**src/rtl/servant_pkg.sv**
```systemverilog
// Shared definitions for the servant Wishbone arbiter: state encoding, bus data width
// and a one-hot to index helper.
package servant_pkg;

  localparam int SERVANT_WB_DW = 32;

  typedef enum logic [1:0] {
    ST_IDLE = 2'd0,
    ST_BUSY = 2'd1,
    ST_DONE = 2'd2
  } arb_state_e;

  // Index of the set bit in a one-hot vector of up to eight masters.
  function automatic logic [2:0] onehot_idx(input logic [7:0] oh);
    logic [2:0] idx;
    idx = '0;
    for (int i = 0; i < 8; i++) begin
      if (oh[i]) idx = 3'(i);
    end
    return idx;
  endfunction

endpackage

```
**src/rtl/servant_rr_pick.sv**
```systemverilog
// Round-robin pick: rotate the request vector so ptr sits at bit 0, take the lowest
// requester, then rotate the one-hot result back into master numbering.
module servant_rr_pick #(
  parameter  int N  = 2,
  localparam int PW = $clog2(N)
) (
  input  logic [N-1:0]  req,
  input  logic [PW-1:0] ptr,
  output logic [N-1:0]  grant
);

  logic [N-1:0] rot;
  logic [N-1:0] pick;
  logic         found;

  always_comb begin
    // NOTE: every signal written here gets a default first, so no path can infer a latch.
    rot   = '0;
    pick  = '0;
    grant = '0;
    found = 1'b0;
    for (int i = 0; i < N; i++) rot[i] = req[(i + int'(ptr)) % N];
    for (int i = 0; i < N; i++) begin
      if (rot[i] && !found) begin
        pick[i] = 1'b1;
        found   = 1'b1;
      end
    end
    for (int i = 0; i < N; i++) grant[(i + int'(ptr)) % N] = pick[i];
  end

endmodule

```
**src/rtl/servant_wb_rr_arbiter.sv**
```systemverilog
// N-master to one-slave Wishbone arbiter with round-robin grant held until slave ack.
// Optional stalled-transfer watchdog enabled by defining SERVANT_ARB_TIMEOUT_EN.
module servant_wb_rr_arbiter
  import servant_pkg::*;
#(
  parameter int NUM_MASTERS = 2,
  parameter int AW          = 32,
  parameter int TIMEOUT     = 255
) (
  input  logic                               i_clk,
  input  logic                               i_rst,
  input  logic [NUM_MASTERS*AW-1:0]          i_wb_mst_adr,
  input  logic [NUM_MASTERS*SERVANT_WB_DW-1:0] i_wb_mst_dat,
  input  logic [NUM_MASTERS*4-1:0]           i_wb_mst_sel,
  input  logic [NUM_MASTERS-1:0]             i_wb_mst_we,
  input  logic [NUM_MASTERS-1:0]             i_wb_mst_cyc,
  output logic [SERVANT_WB_DW-1:0]           o_wb_mst_rdt,
  output logic [NUM_MASTERS-1:0]             o_wb_mst_ack,
  output logic [NUM_MASTERS-1:0]             o_wb_mst_err,
  output logic [AW-1:0]                      o_wb_slv_adr,
  output logic [SERVANT_WB_DW-1:0]           o_wb_slv_dat,
  output logic [3:0]                         o_wb_slv_sel,
  output logic                               o_wb_slv_we,
  output logic                               o_wb_slv_cyc,
  input  logic [SERVANT_WB_DW-1:0]           i_wb_slv_rdt,
  input  logic                               i_wb_slv_ack,
  output logic [NUM_MASTERS-1:0]             o_grant
);

  localparam int PW = $clog2(NUM_MASTERS);

  arb_state_e             state;
  logic [PW-1:0]          ptr;
  logic [PW-1:0]          gidx;
  logic [NUM_MASTERS-1:0] grant;
  logic [NUM_MASTERS-1:0] pick;
  logic                   busy;
  logic                   cyc_g;
  logic                   timeout_hit;
  logic                   finish;

  servant_rr_pick #(.N(NUM_MASTERS)) u_pick (
    .req   (i_wb_mst_cyc),
    .ptr   (ptr),
    .grant (pick)
  );

  assign busy  = (state == ST_BUSY);
  assign cyc_g = i_wb_mst_cyc[gidx];

`ifdef SERVANT_ARB_TIMEOUT_EN
  localparam int TW = $clog2(TIMEOUT + 1);
  logic [TW-1:0] wd_cnt;

  // Fires in the TIMEOUT-th BUSY cycle; a same-cycle ack takes precedence.
  assign timeout_hit  = busy && (wd_cnt == TW'(TIMEOUT - 1)) && !i_wb_slv_ack;
  assign o_wb_mst_err = timeout_hit ? grant : '0;

  always_ff @(posedge i_clk) begin
    if (i_rst || !busy) wd_cnt <= '0;
    else if (!i_wb_slv_ack) wd_cnt <= wd_cnt + TW'(1);
  end
`else
  assign timeout_hit  = 1'b0;
  assign o_wb_mst_err = '0;
`endif

  assign finish       = busy && (i_wb_slv_ack || !cyc_g || timeout_hit);
  assign o_wb_mst_rdt = i_wb_slv_rdt;
  assign o_wb_mst_ack = (busy && i_wb_slv_ack) ? grant : '0;
  assign o_wb_slv_cyc = busy && cyc_g && !timeout_hit;
  assign o_wb_slv_adr = busy ? i_wb_mst_adr[gidx*AW +: AW] : '0;
  assign o_wb_slv_dat = busy ? i_wb_mst_dat[gidx*SERVANT_WB_DW +: SERVANT_WB_DW] : '0;
  assign o_wb_slv_sel = busy ? i_wb_mst_sel[gidx*4 +: 4] : '0;
  assign o_wb_slv_we  = busy && i_wb_mst_we[gidx];
  assign o_grant      = grant;

  // DONE is a dead cycle so a just-acked master's stale cyc cannot win again.
  always_ff @(posedge i_clk) begin
    // NOTE: state is updated with non-blocking assignments so every register sees pre-edge values.
    if (i_rst) begin
      state <= ST_IDLE;
      ptr   <= '0;
      gidx  <= '0;
      grant <= '0;
    end else begin
      case (state)
        ST_IDLE: begin
          if (|i_wb_mst_cyc) begin
            grant <= pick;
            gidx  <= PW'(onehot_idx(8'(pick)));
            state <= ST_BUSY;
          end
        end
        ST_BUSY: begin
          if (finish) begin
            grant <= '0;
            ptr   <= (gidx == PW'(NUM_MASTERS - 1)) ? '0 : gidx + PW'(1);
            state <= ST_DONE;
          end
        end
        ST_DONE: state <= ST_IDLE;
        default: state <= ST_IDLE;
      endcase
    end
  end

endmodule

```
**config.mk**
```make
export PLATFORM = sky130hd
export DESIGN_NAME = servant_wb_rr_arbiter
export DESIGN_NICKNAME = d
export VERILOG_FILES = /design/src/rtl/servant_pkg.sv /design/src/rtl/servant_rr_pick.sv /design/src/rtl/servant_wb_rr_arbiter.sv
export SDC_FILE = /design/constraint.sdc
export NUM_CORES = 1
export LEC_CHECK = 0
export BUFFER_PORTS_ARGS = -buffer_cell sky130_fd_sc_hd__buf_2
export CAP_MARGIN = 15
export CORE_AREA = 8 8 103 105
export DETAILED_ROUTE_END_ITERATION = 8
export DIE_AREA = 0 0 111 113
export MAX_ROUTING_LAYER = met4
export PLACE_DENSITY = 0.54
export SYNTH_ARGS = -nofsm -noshare
export SYNTH_HDL_FRONTEND = slang
export SYNTH_SLANG_ARGS = --single-unit
export TNS_END_PERCENT = 1
```
**constraint.sdc**
```tcl
create_clock -name i_clk -period 1.7 [get_ports i_clk]
set_input_delay 0.17 -clock i_clk [delete_from_list [all_inputs] [get_ports i_clk]]
set_output_delay 0.17 -clock i_clk [all_outputs]
set_load 0.05 [all_outputs]
```
==> flow_metrics.env, run 1 <==
export IMPL_ctsResizeCount=0
export IMPL_ys_types=23
export IMPL_overflow=0
export IMPL_crit_path_cell_trace="nand2b_2 > buf_12 > nor2_1 > buf_2"
export IMPL_clkTransAtPathRegs_ns=0.04
export IMPL_cpLargestDelayFamily="buffers and inverters"
export IMPL_grt_pass1_wl_um=10700
export IMPL_ff2ff_setup_slack_ns=0.34
export IMPL_wl_per_cell_um=13.3
export IMPL_endpoint_kind="primary output"
export IMPL_period_share=0.930
export IMPL_r2r_start="state[1]$_SDFFE_PP0P_"
export IMPL_htree_num_levels=1
export IMPL_portBuffers=216
export IMPL_synthMuxAreaShare=0.450
export IMPL_p_clk_frac=0.145
export IMPL_crit_slowest_cell="dfxtp_1"
export IMPL_drcViolationCount=0
export IMPL_slowest_delay_ns=0.34
export IMPL_avgSynthCellArea_um2=7.17
export IMPL_grt_pass1_vias=2276
export IMPL_die_area_um2=12500
export IMPL_dp_hpwl_um=5880
export IMPL_area_delta_synth_final_pct=61.3
export IMPL_hp_class="in2reg"
export IMPL_seqPwrFrac=0.106
export IMPL_combPwrFrac=0.749
export IMPL_grt_util_met1=0.0991
export IMPL_startpoint_type="flip-flop"
export IMPL_placed_cell_area_um2=2560
export IMPL_ys_async_sr_fraction=0
export IMPL_crit_arrival_ns=1.41
export IMPL_grtUsageTotal=0.100
export IMPL_required_ns=1.53
export IMPL_clk_path_buf_depth=2
export IMPL_synth_top_family_by_area="multiplexers"
export IMPL_tritoncts="done"
export IMPL_reg2reg_depth=4
export IMPL_ys_seq_area_frac=0.0744
export IMPL_synth_fa_ha_area_frac=0
export IMPL_fin_area_um2=2600
export IMPL_critPathKind="reg2out"
export IMPL_synth_simple_area_share=0.219
export IMPL_dieHeight_um=113
export IMPL_reg2reg_to="ptr$_SDFFE_PP0P_"
export IMPL_vias_per_cell=4.18
export IMPL_synth_compound_gate_area_share=0.0372
export IMPL_post_route_min_period_ns=1.58
export IMPL_synth_flop_cell="dfxtp_1"
export IMPL_die_x_um=111
export IMPL_gr_usage_met3=0.0392
export IMPL_leakagePower_nw=1.43
export IMPL_first_pass_iters=4
export IMPL_initial_core_util=0.180
export IMPL_critical_path_buf_inv_count=2
export IMPL_rsz0062_at_grt="no"
export IMPL_ant_nets=0
export IMPL_switching_share=0.559
export IMPL_clock_skew_ns=0.00351
export IMPL_final_nets=574
export IMPL_worst_path_stages=4
export IMPL_post_layout_nonfiller_instances=509
export IMPL_ys_ff_latch=6
export IMPL_cts_hold_buf=0
export IMPL_grt_max_degree=72
export IMPL_yosysTopAreaCell="mux2i_1"
export IMPL_setup_viol=0
export IMPL_yosysTopAreaCellShare=0.434
export IMPL_cts_buffers=3
export IMPL_worstSetupEndpoint="o_wb_slv_dat[29]"
export IMPL_p_switching_w=0.000892
export IMPL_min_from="i_rst"
export IMPL_num_vias=2128
export IMPL_fmax_ghz=0.633
export IMPL_hold_path_depth=2
export IMPL_drive_gt1_frac=0.570
export IMPL_syn_inst=225
export IMPL_fin_tns_setup_ns=0
export IMPL_totalWireLength_um=6770
export IMPL_antenna_found_initial=0
export IMPL_ios=283
export IMPL_syn_cell_area_um2=1610
export IMPL_place_congestion=0.746
export IMPL_cts_sinks=6
export IMPL_synth_xor_area_share=0
export IMPL_num_antenna_cells=0
export IMPL_critPathMaxFanout=71
export IMPL_netlist_top_cells_area="mux2i_1 43%, nor2_1 17%, buf_4 16%"
export IMPL_gr_max_usage_layer="met2"
export IMPL_synth_edf_count=0
export IMPL_yosys_top_cells_count="73 x nor2_1, 70 x mux2i_1, 34 x buf_4"
export IMPL_use_met2=0.180
export IMPL_ys_warnings_count=0
export IMPL_num_rows=35
export IMPL_yosysMostFrequentCell="nor2_1"
export IMPL_crit_start="state[1]$_SDFFE_PP0P_"
export IMPL_dp_cells=505
export IMPL_ir_drop_v=0.000308
export IMPL_finalHoldViolCount=0
export IMPL_slew_violations=0
export IMPL_status="finished, final reports clean"
export IMPL_maxCapViolations=0
export IMPL_drt_iter0_markers=65
export IMPL_cts_setup_buffers=0
export IMPL_cts_root_buf="clkbuf_8"
export IMPL_powerDensity_nw_per_um2=613
export IMPL_intPower_w=0.000705
export IMPL_insertion_delay_ns=0.23
export IMPL_core_um2=8980
power by group through the flow:
stage | registers, W | clock network (W) | logic, W
3_5_place_dp | 0.000171 | 0 | 0.00121
5_1_grt | 0.000171 | 0.000253 | 0.00128
4_1_cts | 0.000169 | 0.000239 | 0.00121
6_report | 0.000169 | 0.000232 | 0.00120
3_3_place_gp | 0.000170 | 0 | 0.00120
2_1_floorplan | 0.000180 | 0 | 0.00106
cells by family (layout without fill, tap and decap cells):
kind of cell | Yosys count | after routing
DFF | 6 | 6
other | 1 | 2
and+or+nand+nor | 87 | 87
muxes | 72 | 72
buffers and inverters | 52 | 224
AOI/OAI and AO/OA | 7 | 7
worst reg2reg max path, delay by kind of cell (launching register included):
family | cells | cell delay [ns]
buf+inv | 1 | 0.20
simple gates | 1 | 0.21
compound gates | 1 | 0.17
flops | 1 | 0.34
mux | 1 | 0.32
final cells by class:
type	count	area, um^2
fill	1006	6370
multi-input combinational	168	1150
inverter	1	3.75
clock buffer	4	45.0
tap	111	139
timing repair buffer	219	1140
sequential	6	124
per-layer routing:
| metal | vias to the layer above | wire length [um] |
|---|---|---|
| met5 | - | 0 |
| met4 | 0 | 89 |
| met3 | 20 | 690 |
| met2 | 123 | 3470 |
| met1 | 924 | 2520 |
| li1 | 1061 | - |
worst min path at each step:
| stage | slack, ns | endpoint |
|---|---|---|
| 4_1_cts | 0.21 | gidx$_SDFFE_PP0P_ |
| 6_report | 0.22 | gidx$_SDFFE_PP0P_ |
| 3_3_place_gp | 0.34 | o_wb_mst_rdt[0] |
| 5_1_grt | 0.23 | gidx$_SDFFE_PP0P_ |
| 3_5_place_dp | 0.34 | o_wb_mst_rdt[0] |
| 2_1_floorplan | 0.33 | o_grant[0]$_SDFFE_PP0P_ |
sequential cells by signal (all words and copies together) (netlist names):
signal   cells
gidx         1
o_grant      2
ptr          1
state        2
through the flow:
stage | util | setup WS [ns] | hold slack (ns) | total power [W]
floorplan | - | 0.0968 | 0.332 | 0.00123
CTS | 0.290 | 0.120 | 0.214 | 0.00162
detailed placement | 0.285 | 0.336 | 0.340 | 0.00138
global route | 0.290 | 0.0271 | 0.228 | 0.00170
global placement | 0.285 | 0.381 | 0.340 | 0.00137
finish | 0.290 | 0.119 | 0.223 | 0.00160
layout by cell type, fill, tap and decap left out, drive strengths merged, types with 2 or more instances in the layout:
cell type	instances
a21oi	2
and3	2
buf	219
clkbuf	4
conb	2
dfxtp	6
mux2	2
mux2i	70
nand2b	4
nand3	2
nor2	73
nor2b	3
nor3	2
o22ai	2
Power figures use the tool's default switching activity.
==> run 2, diff against run 1 <==
Settings changed: CORE_AREA 8 8 103 105 to 8 8 104 106, DIE_AREA 0 0 111 113 to 0 0 112 114, PLACE_DENSITY 0.54 to 0.53, SYNTH_HIERARCHICAL from default to 1.
==> flow_metrics.env, run 2 <==
export IMPL_status="finished, final reports clean"
export IMPL_cts_root_buf="clkbuf_8"
export IMPL_crit_start="gidx$_SDFFE_PP0P_"
export IMPL_placed_cell_area_um2=2550
export IMPL_dieHeight_um=114
export IMPL_ys_warnings_count=6
export IMPL_grt_pass1_wl_um=11100
export IMPL_hp_class="in2reg"
export IMPL_yosysTopAreaCellShare=0.448
export IMPL_fin_tns_setup_ns=0
export IMPL_synth_top_family_by_area="multiplexers"
export IMPL_totalWireLength_um=7520
export IMPL_num_rows=35
export IMPL_critPathMaxFanout=29
export IMPL_yosysMostFrequentCell="nor2_1"
export IMPL_synth_flop_cell="dfxtp_1"
export IMPL_maxCapViolations=0
export IMPL_avgSynthCellArea_um2=7.06
export IMPL_crit_arrival_ns=1.41
export IMPL_drcViolationCount=0
export IMPL_endpoint_kind="primary output"
export IMPL_first_pass_iters=4
export IMPL_htree_num_levels=1
export IMPL_netlist_top_cells_area="mux2i_1 45%, nor2_1 17%, buf_4 16%"
export IMPL_ys_async_sr_fraction=0
export IMPL_ys_seq_area_frac=0.0757
export IMPL_yosysTopAreaCell="mux2i_1"
export IMPL_final_common_cell="buf_2"
export IMPL_grtUsageTotal=0.106
export IMPL_finalHoldViolCount=0
export IMPL_die_x_um=112
export IMPL_drt_iter0_markers=59
export IMPL_syn_inst=225
export IMPL_rsz0062_at_grt="no"
export IMPL_num_vias=2131
export IMPL_r2r_start="gidx$_SDFFE_PP0P_"
export IMPL_dp_cells=505
export IMPL_final_cell_mix="216 x buf_2, 72 x nor2_1, 71 x mux2i_1"
export IMPL_fillers=1001
export IMPL_slew_violations=0
export IMPL_fmax_ghz=0.631
export IMPL_tritoncts="done"
export IMPL_core_um2=9110
export IMPL_wl_per_cell_um=14.7
export IMPL_initial_core_util=0.174
export IMPL_synth_simple_area_share=0.214
export IMPL_synthMuxAreaShare=0.455
export IMPL_post_route_min_period_ns=1.58
export IMPL_synth_edf_count=0
export IMPL_ant_nets=0
export IMPL_clock_skew_ns=0.00294
export IMPL_fin_area_um2=2630
export IMPL_critPathKind="reg2out"
export IMPL_ios=283
export IMPL_cts_buffers=3
export IMPL_synth_fa_ha_area_frac=0
export IMPL_ir_drop_v=0.000304
export IMPL_grt_max_degree=72
export IMPL_insertion_delay_ns=0.22
export IMPL_period_share=0.932
export IMPL_cts_sinks=6
export IMPL_overflow=0
export IMPL_portBuffers=216
export IMPL_synth_xor_area_share=0
export IMPL_leakagePower_nw=1.43
export IMPL_ys_ff_latch=6
export IMPL_die_area_um2=12800
export IMPL_required_ns=1.53
export IMPL_vias_per_cell=4.17
export IMPL_post_layout_nonfiller_instances=511
export IMPL_startpoint_type="flip-flop"
export IMPL_antenna_found_initial=0
export IMPL_drive_gt1_frac=0.568
export IMPL_setup_viol=0
export IMPL_powerDensity_nw_per_um2=586
export IMPL_clk_path_buf_depth=2
export IMPL_seqCellArea_um2=124
export IMPL_place_congestion=0.877
export IMPL_ys_types=25
export IMPL_multi_input_area_um2=1130
export IMPL_syn_cell_area_um2=1590
export IMPL_num_antenna_cells=0
export IMPL_clkTransAtPathRegs_ns=0.04
export IMPL_final_nets=576
export IMPL_yosys_top_cells_count="72 x nor2_1, 71 x mux2i_1, 34 x buf_4"
export IMPL_grt_pass1_vias=2223
export IMPL_area_delta_synth_final_pct=65.9
export IMPL_min_from="i_rst"
export IMPL_dp_hpwl_um=6340
export IMPL_synth_compound_gate_area_share=0.0386
run 2: changes by cell type in the layout (fill, tap and decap cells not counted), sizes merged, moves of 2 or more:
cell    delta
a21boi     +2
inv        +2
nand3      -2
nand3b     +2
o21ai      +2
run 2: through the flow:
stage	power [W]	hold slack, ns	setup slack, ns	utilization
floorplan	0.00116	0.346	0.0459	-
global placement	0.00130	0.340	0.303	0.280
detailed placement	0.00131	0.340	0.264	0.280
CTS	0.00155	0.199	0.0156	0.285
global route	0.00163	0.219	0.0193	0.289
finish	0.00154	0.201	0.116	0.289
run 2: cells by family after synthesis:
group	count (synthesis)
mux	72
compound gates	9
flops	6
simple gates	83
buf+inv	54
other cells	1
run 2: routing by layer:
| metal | GRT usage | part of all wire | up-vias |
|---|---|---|---|
| li1 | - | - | 1062 |
| met1 | 0.103 | 0.37 | 909 |
| met2 | 0.192 | 0.51 | 134 |
| met3 | 0.0338 | 0.095 | 26 |
| met4 | 0.0459 | 0.029 | 0 |
| met5 | - | 0 | - |
run 2: cell type report:
class | instances | share of cell area
inverters | 3 | 0.00428
clock buffers | 4 | 0.0171
repair buffers | 221 | 0.448
multi-input cells | 166 | 0.430
flip-flops and latches | 6 | 0.0470
well taps | 111 | 0.0527
run 2: power breakdown:
part,internal (W),switching [W],leakage (nW)
clock network,0.000161,0.0000626,0.0228
registers,0.000154,0.0000148,0.0501
logic,0.000373,0.000778,1.35
total,0.000688,0.000855,1.43
run 2: worst max-delay path, stage by stage, from the launching register on:
cell,delay [ns]
dfxtp_4,0.42
buf_12,0.23
mux2i_1,0.24
nor2_1,0.05
buf_2,0.22
run 2: path summary, 6_finish.rpt:
kind / endpoint / slack, ns / cells after the start
max reg2reg: ptr$_SDFFE_PP0P_ / 0.33 / 3
max: o_wb_slv_dat[2] / 0.12 / 4
min: gidx$_SDFFE_PP0P_ / 0.20 / 2
min reg2reg: o_grant[0]$_SDFFE_PP0P_ / 0.49 / 2
run 2: repair_timing:
action,in CTS,in global routing
hold buffers,0,0
setup buffers,0,1
gates resized for setup,0,1
setup endpoints to repair,0,33
==> run 3, diff against run 2 <==
Settings changed: CTS_BUF_LIST from default to sky130_fd_sc_hd__clkbuf_16.
==> flow_metrics.env, run 3 (synthesis gave the netlist of run 2 again) <==
export IMPL_initial_core_util=0.174
export IMPL_p_total_w=0.00170
export IMPL_clkTransAtPathRegs_ns=0.03
export IMPL_tritoncts="done"
export IMPL_clock_skew_ns=0.000732
export IMPL_final_common_cell="buf_2"
export IMPL_ant_nets=0
export IMPL_vias_per_cell=4.17
export IMPL_maxCapViolations=0
export IMPL_dp_cells=505
export IMPL_cts_sinks=6
export IMPL_reg2reg_to="ptr$_SDFFE_PP0P_"
export IMPL_drcViolationCount=0
export IMPL_critPathMaxFanout=29
export IMPL_drt_iter0_markers=70
export IMPL_ios=283
export IMPL_dieHeight_um=114
export IMPL_fin_ws_ns=0.114
export IMPL_grt_pass1_vias=2231
export IMPL_antenna_found_initial=0
export IMPL_hold_path_depth=2
export IMPL_combPwrFrac=0.675
export IMPL_die_x_um=112
export IMPL_grt_max_degree=72
export IMPL_area_delta_synth_final_pct=68.0
export IMPL_worstHoldEndpoint="gidx$_SDFFE_PP0P_"
export IMPL_switching_share=0.512
export IMPL_grt_pass1_wl_um=11200
export IMPL_startpoint_type="flip-flop"
export IMPL_final_nets=576
export IMPL_slew_violations=0
export IMPL_fin_tns_setup_ns=0
export IMPL_dp_hpwl_um=6340
export IMPL_reg2reg_depth=3
export IMPL_ir_drop_v=0.000441
export IMPL_place_ws_ns=0.264
export IMPL_rsz0062_at_grt="no"
export IMPL_period_share=0.933
export IMPL_status="finished, final reports clean"
export IMPL_p_switching_w=0.000874
export IMPL_fmax_ghz=0.631
export IMPL_r2r_start="gidx$_SDFFE_PP0P_"
export IMPL_cts_root_buf="clkbuf_16"
export IMPL_wl_per_cell_um=14.8
export IMPL_required_ns=1.53
export IMPL_num_rows=35
export IMPL_portBuffers=216
export IMPL_num_antenna_cells=0
export IMPL_drive_gt1_frac=0.568
export IMPL_die_area_um2=12800
export IMPL_insertion_delay_ns=0.23
export IMPL_seqPwrFrac=0.099
export IMPL_leakagePower_nw=1.45
export IMPL_intPower_w=0.000831
export IMPL_clk_path_buf_depth=2
export IMPL_overflow=0
export IMPL_finalHoldViolCount=0
export IMPL_critPathKind="reg2out"
export IMPL_core_um2=9110
export IMPL_hp_class="in2reg"
export IMPL_place_congestion=0.877
export IMPL_totalWireLength_um=7550
export IMPL_crit_arrival_ns=1.42
export IMPL_final_util=0.293
export IMPL_p_clk_frac=0.227
export IMPL_first_pass_iters=4
export IMPL_cts_buffers=3
export IMPL_post_route_min_period_ns=1.59
export IMPL_num_vias=2131
export IMPL_grtUsageTotal=0.107
export IMPL_htree_num_levels=1
export IMPL_ff2ff_setup_slack_ns=0.33
export IMPL_setup_viol=0
export IMPL_endpoint_kind="primary output"
export IMPL_min_from="i_rst"
export IMPL_final_cell_mix="216 x buf_2, 72 x nor2_1, 71 x mux2i_1"
export IMPL_post_layout_nonfiller_instances=511
export IMPL_powerDensity_nw_per_um2=639
-- run 3: worst max-delay path by stage --
stage / startpoint / endpoint / slack [ns]
finish: gidx$_SDFFE_PP0P_ / o_wb_slv_dat[2] / 0.11
global route: state[1]$_SDFFE_PP0P_ / o_wb_slv_adr[6] / 0.02
CTS: gidx$_SDFFE_PP0P_ / o_wb_slv_adr[1] / 0.01
detailed placement: gidx$_SDFFE_PP0P_ / o_wb_slv_adr[1] / 0.26
global placement: gidx$_SDFFE_PP0P_ / o_wb_slv_adr[1] / 0.30
floorplan: state[1]$_SDFFE_PP0P_ / o_wb_slv_adr[0] / 0.05
-- run 3: layout make-up --
type	count	area [um^2]
inverter	3	11.3
sequential	6	124
fill	992	6440
clock inverter	1	3.75
tap	111	139
clock buffer	3	75.1
timing repair buffer	221	1180
multi-input combinational	166	1130
-- run 3: timing repair --
| item | in CTS | in global routing |
|---|---|---|
| setup buffers | 0 | 1 |
| resized for setup | 0 | 1 |
| hold buffers | 0 | 0 |
| endpoints found under the setup margin | 0 | 33 |
-- run 3: worst max-delay path: stages (launching register included) --
cell and delay, ns:
dfxtp_4 0.42, buf_12 0.23, mux2i_1 0.24, nor2_1 0.05
buf_2 0.22
-- run 3: power groups by stage --
stage / clock network [W] / logic [W] / registers, W
global route: 0.000405 / 0.00122 / 0.000171
floorplan: 0 / 0.000988 / 0.000175
CTS: 0.000395 / 0.00114 / 0.000172
global placement: 0 / 0.00113 / 0.000173
finish: 0.000386 / 0.00115 / 0.000168
detailed placement: 0 / 0.00114 / 0.000173
-- run 3: per-stage QoR --
stage          instance area, um^2  hold slack [ns]
3_3_place_gp                  2550            0.340
6_report                      2670            0.197
5_1_grt                       2670            0.217
4_1_cts                       2630            0.196
2_1_floorplan                 1590            0.346
3_5_place_dp                  2550            0.340
-- run 3: metal layers --
| metal | track usage | vias to the layer above | wire [um] | share of wire |
|---|---|---|---|---|
| met5 | - | - | 0 | 0 |
| li1 | - | 1062 | - | - |
| met3 | 0.0338 | 26 | 721 | 0.095 |
| met2 | 0.193 | 134 | 3800 | 0.50 |
| met1 | 0.104 | 909 | 2790 | 0.37 |
| met4 | 0.0540 | 0 | 246 | 0.033 |
